`src/rtl/led_bank_if.sv`:
```
// Control and LED-output bundle between a board controller and the LED bank pattern generator.
// The master drives the run/mode/rate controls, and the slave returns the LED banks and the step tick.
interface led_bank_if #(
    parameter int N       = 32,
    parameter int PRESC_W = 24
);
    logic               en;
    logic [1:0]         mode;
    logic               mode_wr;
    logic               dir;
    logic [PRESC_W-1:0] presc_div;
    logic [N-1:0]       banks;
    logic               tick;

    modport master (
        output en, mode, mode_wr, dir, presc_div,
        input  banks, tick
    );

    modport slave (
        input  en, mode, mode_wr, dir, presc_div,
        output banks, tick
    );
endinterface

```
`src/rtl/led_bank_pattern_gen.sv`:
```
// LED bank pattern generator with four modes (binary count, Gray count, bouncing scan, PWM breathe).
// A runtime prescaler sets the step rate, and banks follows the pattern state one clock late.
module led_bank_pattern_gen #(
    parameter int BANKS   = 4,
    parameter int BANK_W  = 8,
    parameter int PRESC_W = 24,
    parameter int PWM_W   = 8
) (
    input  logic         clk,
    input  logic         rst_n,
    led_bank_if.slave    bus
);
    localparam int N     = BANKS * BANK_W;
    localparam int POS_W = (N > 1) ? $clog2(N) : 1;
    localparam logic [POS_W-1:0] POS_MAX = POS_W'(N - 1);

    typedef enum logic [1:0] {
        MODE_BIN     = 2'd0,
        MODE_GRAY    = 2'd1,
        MODE_SCAN    = 2'd2,
        MODE_BREATHE = 2'd3
    } mode_e;

    mode_e              mode_q;
    logic [PRESC_W-1:0] presc_cnt;
    logic [N-1:0]       cnt;
    logic [POS_W-1:0]   pos;
    logic               heading_up;
    logic [PWM_W-1:0]   duty;
    logic [PWM_W-1:0]   pwm_cnt;
    logic [N-1:0]       banks_q;
    logic               tick_q;
    logic [N-1:0]       pattern;
    logic               step;

    // A mode write wins over a step landing in the same cycle.
    assign step = bus.en && !bus.mode_wr && (presc_cnt >= bus.presc_div);

    // NOTE: every output of always_comb gets a default first so no latch is inferred.
    always_comb begin
        pattern = '0;
        unique case (mode_q)
            MODE_BIN:     pattern = cnt;
            MODE_GRAY:    pattern = cnt ^ (cnt >> 1);
            MODE_SCAN:    pattern[pos] = 1'b1;
            MODE_BREATHE: pattern = (pwm_cnt < duty) ? '1 : '0;
            default:      pattern = '0;
        endcase
    end

    // NOTE: state uses non-blocking assignments; the mode_wr clear sits last so it overrides.
    always_ff @(posedge clk or negedge rst_n) begin
        if (!rst_n) begin
            mode_q     <= MODE_BIN;
            presc_cnt  <= '0;
            cnt        <= '0;
            pos        <= '0;
            heading_up <= 1'b1;
            duty       <= '0;
            pwm_cnt    <= '0;
            banks_q    <= '0;
            tick_q     <= 1'b0;
        end else begin
            tick_q <= step;
            if (bus.en) begin
                banks_q   <= pattern;
                pwm_cnt   <= pwm_cnt + 1'b1;
                presc_cnt <= step ? '0 : presc_cnt + 1'b1;
            end
            if (step) begin
                unique case (mode_q)
                    MODE_BIN, MODE_GRAY: begin
                        cnt <= bus.dir ? cnt + 1'b1 : cnt - 1'b1;
                    end
                    MODE_SCAN: begin
                        if (heading_up) begin
                            if (pos == POS_MAX) begin
                                pos        <= pos - 1'b1;
                                heading_up <= 1'b0;
                            end else begin
                                pos <= pos + 1'b1;
                            end
                        end else begin
                            if (pos == '0) begin
                                pos        <= pos + 1'b1;
                                heading_up <= 1'b1;
                            end else begin
                                pos <= pos - 1'b1;
                            end
                        end
                    end
                    MODE_BREATHE: begin
                        if (heading_up) begin
                            if (duty == '1) begin
                                duty       <= duty - 1'b1;
                                heading_up <= 1'b0;
                            end else begin
                                duty <= duty + 1'b1;
                            end
                        end else begin
                            if (duty == '0) begin
                                duty       <= duty + 1'b1;
                                heading_up <= 1'b1;
                            end else begin
                                duty <= duty - 1'b1;
                            end
                        end
                    end
                    default: ;
                endcase
            end
            if (bus.mode_wr) begin
                mode_q     <= mode_e'(bus.mode);
                presc_cnt  <= '0;
                cnt        <= '0;
                pos        <= '0;
                heading_up <= 1'b1;
                duty       <= '0;
                pwm_cnt    <= '0;
            end
        end
    end

    assign bus.banks = banks_q;
    assign bus.tick  = tick_q;
endmodule

```
`src/flat_wrapper.sv`:
```
// flat-port wrapper written by rule: the top's interface ports become plain ports
module led_bank_pattern_gen_flat 
#(
    parameter int BANKS   = 4,
    parameter int BANK_W  = 8,
    parameter int PRESC_W = 24,
    parameter int PWM_W   = 8
)
  (clk, rst_n, bus_en, bus_mode, bus_mode_wr, bus_dir, bus_presc_div, bus_banks, bus_tick);
  led_bank_if #(.N((32)), .PRESC_W(PRESC_W)) bus_i ();
  input  logic clk;
  input  logic rst_n;
  input wire logic [$bits(bus_i.en)-1:0] bus_en;
  input wire logic [$bits(bus_i.mode)-1:0] bus_mode;
  input wire logic [$bits(bus_i.mode_wr)-1:0] bus_mode_wr;
  input wire logic [$bits(bus_i.dir)-1:0] bus_dir;
  input wire logic [$bits(bus_i.presc_div)-1:0] bus_presc_div;
  output wire logic [$bits(bus_i.banks)-1:0] bus_banks;
  output wire logic [$bits(bus_i.tick)-1:0] bus_tick;
  assign bus_i.en = bus_en;
  assign bus_i.mode = bus_mode;
  assign bus_i.mode_wr = bus_mode_wr;
  assign bus_i.dir = bus_dir;
  assign bus_i.presc_div = bus_presc_div;
  assign bus_banks = bus_i.banks;
  assign bus_tick = bus_i.tick;
  led_bank_pattern_gen #(.BANKS(BANKS), .BANK_W(BANK_W), .PRESC_W(PRESC_W), .PWM_W(PWM_W)) u_core (.clk(clk), .rst_n(rst_n), .bus(bus_i));
endmodule
```
`config.mk`:
```
export PLATFORM = sky130hd
export DESIGN_NAME = led_bank_pattern_gen_flat
export DESIGN_NICKNAME = d
export VERILOG_FILES = /design/src/rtl/led_bank_if.sv /design/src/rtl/led_bank_pattern_gen.sv /design/src/flat_wrapper.sv
export SDC_FILE = /design/constraint.sdc
export NUM_CORES = 1
export LEC_CHECK = 0
export BUFFER_PORTS_ARGS = -buffer_cell sky130_fd_sc_hd__buf_2
export CORE_ASPECT_RATIO = 1.1
export CORE_MARGIN = 5
export CORE_UTILIZATION = 60
export DETAILED_ROUTE_END_ITERATION = 8
export PLACE_DENSITY = 0.86
export SYNTH_ARGS = -nofsm -noshare
export SYNTH_HDL_FRONTEND = slang
export SYNTH_SLANG_ARGS = --single-unit
```
`constraint.sdc`:
```
create_clock -name clk -period 3.2 [get_ports clk]
set_input_delay 0.64 -clock clk [delete_from_list [all_inputs] [get_ports clk]]
set_output_delay 0.64 -clock clk [all_outputs]
set_load 0.02 [all_outputs]
```
# [Word-level counts from Yosys, hierarchy flattened]
# Cells that the tools add are included.
[word_totals] reg_bits=113 latch_bits=0 ramBits=0 romBits=0 inputBits=31 out_inout_bits=33 mem_count=0
[op_classes] add_sub_neg=8 n_mul=0 div=0 magnitude_cmp=4 n_eq_ne=5 n_shift=0 mux=34 n_bitwise=1 reduce_logical=18
[ops] operator="2-to-1 mux 32 bit" count=5
[ops] operator="case mux 32 bit (4 select lines)" count=1
[ops] operator="2-to-1 mux 24 bit" count=3
[ops] operator="2-to-1 mux 8 bit" count=8
[ops] operator="adder 32 x 1 -> 32 bit, second input constant" count=1
[ops] operator="subtractor 32 x 1 -> 32 bit, second input constant" count=1
[ops] operator="XOR 32 x 31 -> 32 bit" count=1
[ops] operator="2-to-1 mux 5 bit" count=6
[ops] operator="adder 24 x 1 -> 24 bit, second input constant" count=1
[ops] operator=">= comparator 24 bit" count=1
[ops] operator="adder 8 x 1 -> 8 bit, second input constant" count=2
[ops] operator="nonzero test 2 bit" count=5
[ops] operator="2-to-1 mux 1 bit" count=9
[ops] operator="== test 8 bit, second input constant" count=1
[ops] operator="logical NOT 8 bit" count=1
[ops] operator="less-than comparator 8 bit" count=1
[ops] operator="AND reduction 2 bit" count=4
[ops] operator="subtractor 8 x 1 -> 8 bit, second input constant" count=1
[ops] operator="less-than comparator 5 x 6 -> 1 bit, second input constant" count=1
[ops] operator="adder 5 x 1 -> 5 bit, second input constant" count=1
[ops] operator="demux 1 bit (select 5 bit)" count=1
[ops] operator="== test 5 bit, second input constant" count=1
[ops] operator=">= comparator 5 x 1 -> 1 bit, second input constant" count=1
[ops] operator="logical NOT 5 bit" count=1
[ops] operator="9 further kinds" count=12

# [Depth between registers and ports, before layout]
# Gate-level depths: netlist (run 1).
[depth] word_depth=6 depth_mapped=13

# [Least setup slack after synthesis (run 1)]
# OpenSTA, ideal clock, no wires.
[synth_timing] kind="input to register" startpoint="in bus_dir" endpoint="reg u_core.cnt[31]" t_arrival_ps=3329 path_slack_ps=-206 path_stages=11 n_path_buf=0 cell_sequence="inv_1 ha_1 a211oi_1 o21ai_1 o311ai_1 o211ai_2 a21oi_2 o311ai_2 xnor2_1 or3_1 a21oi_1"
[synth_via] elab_chain_len=4
[synth_lines] item="start: declaration" line_no="flat_wrapper.sv:16" rtl="input wire logic [$bits(bus_i.dir)-1:0] bus_dir;"
[synth_lines] item="2-to-1 mux 32 bit" line_no="led_bank_pattern_gen.sv:73" rtl="cnt <= bus.dir ? cnt + 1'b1 : cnt - 1'b1;"
[synth_lines] item="2-to-1 mux 32 bit" line_no="led_bank_pattern_gen.sv:71" rtl="unique case (mode_q)"
[synth_lines] item="2-to-1 mux 32 bit" line_no="led_bank_pattern_gen.sv:70" rtl="if (step) begin"
[synth_lines] item="2-to-1 mux 32 bit" line_no="led_bank_pattern_gen.sv:112" rtl="if (bus.mode_wr) begin"
[synth_lines] item="end signal: assignment" line_no="led_bank_pattern_gen.sv:73"
[synth_lines] item="end: declaration" line_no="led_bank_pattern_gen.sv:26" rtl="logic [N-1:0] cnt;"
# Every way passes these cells. The select of a mux whose other input is x is not followed.
# A chain may end at the register's enable or synchronous reset.

# [Final worst setup path (run 1)]
# Ends and elaborated chain as after synthesis.

==> flow_summary.json, run 1 <==
{
  "outcome": "finished clean",
  "vias_per_cell": 6.277,
  "tritoncts": "done",
  "critPathMaxFanout": 10,
  "start_util_pct": 60.73,
  "ys.flop_type": "dfrtp_1",
  "h-tree-depth": 4,
  "rows": 45,
  "setup_viol": 0,
  "drt-initial-drc-count": 808,
  "nFillCells": 991,
  "peakVddDrop_uv": 436.2,
  "power_frac_comb_pct": 15.0,
  "gp_congestion": 0.9559,
  "max_slew_margin_pct": 38.67,
  "cts.sinks": 113,
  "drc": 0,
  "critPathCaptureType": "register",
  "grt_pass1_vias": 8060,
  "avgSynthCellArea_um2": 8.764,
  "synth_seq_cells": 113,
  "synth_nets": 1056,
  "fin_tns_setup_ns": 0,
  "net-switching-power_w": 0.001077,
  "fmax_mhz": 330.7,
  "synthCells": 952,
  "multi_input_area_um2": 5112,
  "synth_area_um2": 8343,
  "final_cell_mix": "122 x a21oi_1, 112 x dfrtp_1, 94 x buf_4",
  "insertion_delay_ns": 0.42,
  "drv_cap": 0,
  "drive_above_1_share_pct": 19.36,
  "cts_buffers": 17,
  "area_growth_pct": 19.68,
  "grt_setup_unrepaired": "false",
  "synth_edf_count": 0,
  "dp.cells": 1247,
  "post_cts_buffers": 0,
  "numPortBuffers": 63,
  "clock_skew_ns": 0.01086,
  "fin_ws_ns": 0.1763,
  "drv_slew": 0,
  "seqPwrFrac_pct": 39.3,
  "grt_max_degree": 54,
  "min_period_over_period_pct": 94.49,
  "core-area_um2": 13740,
  "preCtsSetupSlack_ns": -0.3119,
  "boundaryPins": 64,
  "crit_type": "in2reg",
  "regArea_um2": 2829,
  "grt_antenna_before_repair": 0,
  "hp-class": "in2async",
  "root_buffer": "clkbuf_16",
  "powerDensity_nw_per_um2": 400.6,
  "yosys_warnings": 0,
  "grt_use_total_pct": 29.31,
  "hold_ws_ns": 0.2604,
  "dieArea_um2": 16370,
  "crit_arrival_ns": 3.36,
  "swShare_pct": 26.94,
  "cts_buffer_depth": 2,
  "grt_pass1_wl_um": 38920,
  "place_hpwl_um": 16100,
  "drt_wl_total_um": 23230,
  "seq_area_frac_synth_pct": 33.91,
  "drtAntennaViolNets": 0,
  "required_ns": 3.54,
  "grt_overflow_total": 0,
  "hold_violations": 0,
  "postCtsHoldBufs": 0,
  "drtPass1Iterations": 7,
  "dr_total_vias": 8022,
  "antennaDiodeCount": 0,
  "p_int_w": 0.002922,
  "die_y_um": 133.7,
  "synth_cell_types": 70,
  "ys_async_sr_fraction_pct": 100.0,
  "layout.nets": 1182,
  "die_w_um": 122.4,
  "final_common_cell": "a21oi_1",
  "clk_pin_slew_ns": 0.05,
  "routedWlPerCell_um": 18.18,
  "stdcell_count": 1278,
  "fin_crit_ns": 3.024,
  "finalPower_w": 0.003999,
  "p_leak_nw": 4.789,
  "crit_path_start_kind": "input port",
  "worst_pin_slew_ns": 0.9181,
  "p_clk_share_pct": 45.8
}
[layer usage]
| layer | share of wire [%] | GRT usage [%] | vias to the layer above |
|---|---|---|---|
| li1 | - | - | 3758 |
| met4 | 3.8 | 12.76 | 0 |
| met3 | 5.7 | 5.393 | 101 |
| met5 | 0 | 0 | - |
| met1 | 41 | 36.98 | 3802 |
| met2 | 49 | 48.85 | 361 |
[cells in the mapped netlist, types with 22 or more instances]
master,count,area (um2)
o21ai_1,32,160.2
nand2_1,56,210.2
xor2_1,22,192.7
a22o_1,25,219.0
xnor2_1,57,499.2
a211oi_1,35,262.8
a21o_1,25,187.7
a21oi_1,122,610.6
clkbuf_1,30,112.6
inv_1,41,153.9
ha_1,72,900.9
o21ai_0,24,120.1
o22ai_1,31,193.9
nor2_1,55,206.5
dfrtp_1,112,2803
[path summary, 6_finish.rpt]
check | start | endpoint | slack [ns] | depth (start not counted)
worst max-delay path | bus_dir | u_core.cnt[31] | 0.18 | 14
worst min-delay path | rst_n | u_core.cnt[7] | 0.26 | 1
worst max register to register | u_core.cnt[1] | u_core.cnt[28] | 0.24 | 13
worst min register to register | u_core.presc_cnt[23] | u_core.presc_cnt[23] | 0.49 | 1
max in group asynchronous | rst_n | u_core.bus.banks[27] | 2.13 | 2
min in group clk | bus_mode[1] | u_core.mode_q[1] | 0.48 | 2
[repair_timing]
item	CTS	global route
endpoints found under the setup margin	0	27
hold endpoints to repair	0	0
gates resized for setup	0	5
[cell type report]
type	count	share of cell area, %
Timing Repair Buffer	159	10.78
Sequential cell	113	28.33
Clock buffer	25	4.862
Multi-Input combinational cell	744	51.20
Inverter	43	1.667
Clock inverter	6	0.8020
Tap cell	188	2.356
[worst max-delay path: stages]
cell,delay [ns]
buf_2,0.11
clkinvlp_4,0.23
buf_4,0.24
ha_1,0.30
buf_4,0.15
a21oi_1,0.19
o21ai_0,0.11
a211oi_1,0.27
o211ai_2,0.17
a21oi_2,0.21
o311ai_2,0.13
xnor2_1,0.15
or3_1,0.31
a21oi_1,0.14
[per-stage QoR]
stage / area, um2 / util, %
after floorplan: 8347 / -
after global placement: 9392 / 68.36
after detailed placement: 9392 / 68.36
after CTS: 9957 / 72.48
after global routing: 9985 / 72.68
final: 9985 / 72.68
[registers in the layout (all words and copies together) (netlist names)]
name,flops
u_core.bus.tick,1
u_core.bus.banks,32
u_core.pwm_cnt,8
u_core.cnt,32
u_core.heading_up,1
u_core.mode_q,2
u_core.presc_cnt,24
u_core.pos,5
u_core.duty,8
[power by group through the flow]
| stage | Sequential, W | Combinational, W | Clock (W) |
|---|---|---|---|
| floorplan | 0.00163 | 0.000305 | 0 |
| global placement | 0.00159 | 0.000568 | 0 |
| detailed placement | 0.00158 | 0.000585 | 0 |
| CTS | 0.00157 | 0.000596 | 0.00183 |
| global route | 0.00157 | 0.000657 | 0.00191 |
| finish | 0.00157 | 0.000598 | 0.00183 |
[kinds of logic (layout without fill, tap and decap cells)]
logic type / Yosys count / count (layout) / share of synthesized area, %
AOI/OAI and AO/OA: 340 / 340 / 25.59
xor gates and xnor gates: 79 / 79 / 8.293
adders and majority gates: 73 / 73 / 11.04
buffers and inverters: 95 / 233 / 5.249
DFF: 113 / 113 / 33.91
muxes: 9 / 9 / 1.110
and+or+nand+nor: 243 / 243 / 14.82
Note: power is estimated with default switching activity, not from simulation.
==> inputs of run 2 (changes only) <==
--- a/config.mk
+++ b/config.mk
@@ -8,9 +8,9 @@
 export BUFFER_PORTS_ARGS = -buffer_cell sky130_fd_sc_hd__buf_2
 export CORE_ASPECT_RATIO = 1.1
 export CORE_MARGIN = 5
-export CORE_UTILIZATION = 60
+export CORE_UTILIZATION = 53
 export DETAILED_ROUTE_END_ITERATION = 8
-export PLACE_DENSITY = 0.86
+export PLACE_DENSITY = 0.78
 export SYNTH_ARGS = -nofsm -noshare
 export SYNTH_HDL_FRONTEND = slang
 export SYNTH_SLANG_ARGS = --single-unit
==> run 2 against run 1 <==
Against the previous run: combinational power about the same; sequential power hardly changed; sequential share of layout area grew 0.075 points; total power decreased by 1.7%; highest routed layer unchanged; critical path depth unchanged; cell count rose by 0.16%; largest power group unchanged; worst setup slack gained 0.024 ns; first-iteration DRC count shrank 3.5%; cell area down 0.26%.
==> flow_summary.json, run 2 (same netlist as run 1, synthesis figures left out) <==
{
  "outcome": "finished clean",
  "drtAntennaViolNets": 0,
  "die_w_um": 129.6,
  "worst_pin_slew_ns": 0.8711,
  "cts_buffers": 17,
  "dr_total_vias": 7677,
  "power_frac_comb_pct": 15.2,
  "setup_viol": 0,
  "dieArea_um2": 18350,
  "routedWlPerCell_um": 17.12,
  "reg2regPathDepth": 11,
  "drv_cap": 0,
  "clock_skew_ns": 0.009484,
  "max_slew_margin_pct": 41.81,
  "tritoncts": "done",
  "worstPathCellList": "buf_2 > clkinvlp_4 > buf_12 > buf_4 > ha_4 > nand3_1 > nor4_4 > o311ai_4 > o211ai_2 > a21oi_2 > o311ai_2 > xnor2_1 > or3_1 > a21oi_1",
  "vias_per_cell": 5.998,
  "drv_slew": 0,
  "grt_use_total_pct": 24.83,
  "grt_pass1_wl_um": 37350,
  "layout.nets": 1172,
  "critPathMaxFanout": 17,
  "place_hpwl_um": 16150,
  "post_cts_buffers": 0,
  "final_cell_mix": "122 x a21oi_1, 112 x dfrtp_1, 83 x buf_4",
  "boundaryPins": 64,
  "min_period_over_period_pct": 93.73,
  "core-area_um2": 15550,
  "required_ns": 3.53,
  "drtPass1Iterations": 5,
  "use_met2_pct": 40.75,
  "timing.rr.end": "u_core.duty[3]",
  "critPathCaptureType": "register",
  "p_int_w": 0.002873,
  "grt_pass1_vias": 7618,
  "grt_antenna_before_repair": 0,
  "drc": 0,
  "start_util_pct": 53.64,
  "seqPwrFrac_pct": 39.9,
  "critPathBufInv": 4,
  "cts.sinks": 113,
  "critPathTopFamily": "simple AND/OR/NAND/NOR gates",
  "numPortBuffers": 63,
  "grt_overflow_total": 0,
  "postCtsHoldBufs": 0,
  "p_leak_nw": 4.737,
  "final_common_cell": "a21oi_1",
  "grt_setup_unrepaired": "false",
  "clk_pin_slew_ns": 0.05,
  "swShare_pct": 26.92,
  "root_buffer": "clkbuf_16",
  "nFillCells": 1305,
  "grt.met3_usage_pct": 3.389,
  "grt_max_degree": 59,
  "drt-initial-drc-count": 780,
  "crit_slowest_cell": "nor4_4",
  "drive_above_1_share_pct": 18.61,
  "hold_violations": 0,
  "cts_buffer_depth": 2,
  "insertion_delay_ns": 0.41,
  "crit_arrival_ns": 3.33,
  "peakVddDrop_uv": 317.4,
  "net-switching-power_w": 0.001058,
  "p_clk_share_pct": 44.9,
  "crit_path_start_kind": "input port",
  "powerDensity_nw_per_um2": 394.8,
  "fin_crit_ns": 2.999,
  "h-tree-depth": 4,
  "r2r_setup_slack_ns": 0.35,
  "drt_wl_total_um": 21920,
  "die_y_um": 141.6,
  "area_growth_pct": 19.36,
  "rows": 48,
  "slowest_delay_ns": 0.39,
  "r2r_start": "u_core.presc_cnt[21]",
  "final_cell_area_um2": 9958,
  "fmax_mhz": 333.4,
  "placed_cell_area_um2": 9344,
  "final_util_pct": 64.02,
  "antennaDiodeCount": 0,
  "crit_type": "in2reg",
  "hp-class": "in2async",
  "grt_use_met1_pct": 33.55,
  "top_usage_layer": "met2",
  "gp_congestion": 0.9123
}
run 2: worst max-delay path by stage:
stage | start | endpoint | depth (start not counted)
after floorplan | bus_dir | u_core.cnt[31] | 12
after global placement | bus_dir | u_core.cnt[31] | 14
after detailed placement | bus_dir | u_core.cnt[31] | 14
after CTS | bus_dir | u_core.cnt[31] | 14
after global routing | bus_dir | u_core.cnt[31] | 14
final | bus_dir | u_core.cnt[31] | 14
run 2: final cells by class:
cell class / instances / area [um2] / share of cell area [%]
multi-input combinational: 744 / 5147 / 51.69
sequential: 113 / 2829 / 28.41
timing repair buffer: 149 / 1013 / 10.18
clock buffer: 26 / 499.2 / 5.013
tap: 200 / 250.2 / 2.513
inverter: 43 / 166.4 / 1.671
clock inverter: 5 / 52.55 / 0.5277
run 2: repair_timing:
action                     CTS  global route
pin swaps                    0             3
setup endpoints to repair    1            27
resized for setup            2             5
run 2: per-layer routing:
metal	up-vias	routed length, um
met5	-	0
met4	0	561
met3	48	1013
met2	232	10580
met1	3667	9759
li1	3730	-
run 2: through the flow:
| stage | power (W) | worst slack (ns) | hold slack, ns | instances | TNS [ns] |
|---|---|---|---|---|---|
| finish | 0.003931 | 0.2007 | 0.3246 | 1280 | 0 |
| global route | 0.004088 | 0.03667 | 0.3777 | 1280 | 0 |
| CTS | 0.003942 | 0.009599 | 0.3323 | 1280 | 0 |
| detailed placement | 0.002179 | -0.5893 | 0.4891 | 1249 | -6.272 |
| global placement | 0.002166 | -0.5609 | 0.4760 | 1249 | -4.697 |
| floorplan | 0.001939 | -0.07060 | 0.3444 | 952 | -0.09379 |
run 2: power groups by stage:
stage / clock [W] / sequential (W) / combinational (W)
floorplan: 0 / 0.00163 / 0.000305
global placement: 0 / 0.00159 / 0.000578
detailed placement: 0 / 0.00159 / 0.000592
CTS: 0.00178 / 0.00157 / 0.000596
global route: 0.00186 / 0.00157 / 0.000657
finish: 0.00177 / 0.00157 / 0.000597
run 2: worst register-to-register path, cell delays in order, from the launching register on:
cell and delay, ns:
dfrtp_1 0.39, ha_1 0.32, and4_1 0.22, nand3_1 0.10, or3_1 0.42, nor3_1 0.23, a211o_2 0.19, buf_4 0.12
nand4_1 0.08, buf_4 0.22, or3_1 0.35, a21oi_1 0.12
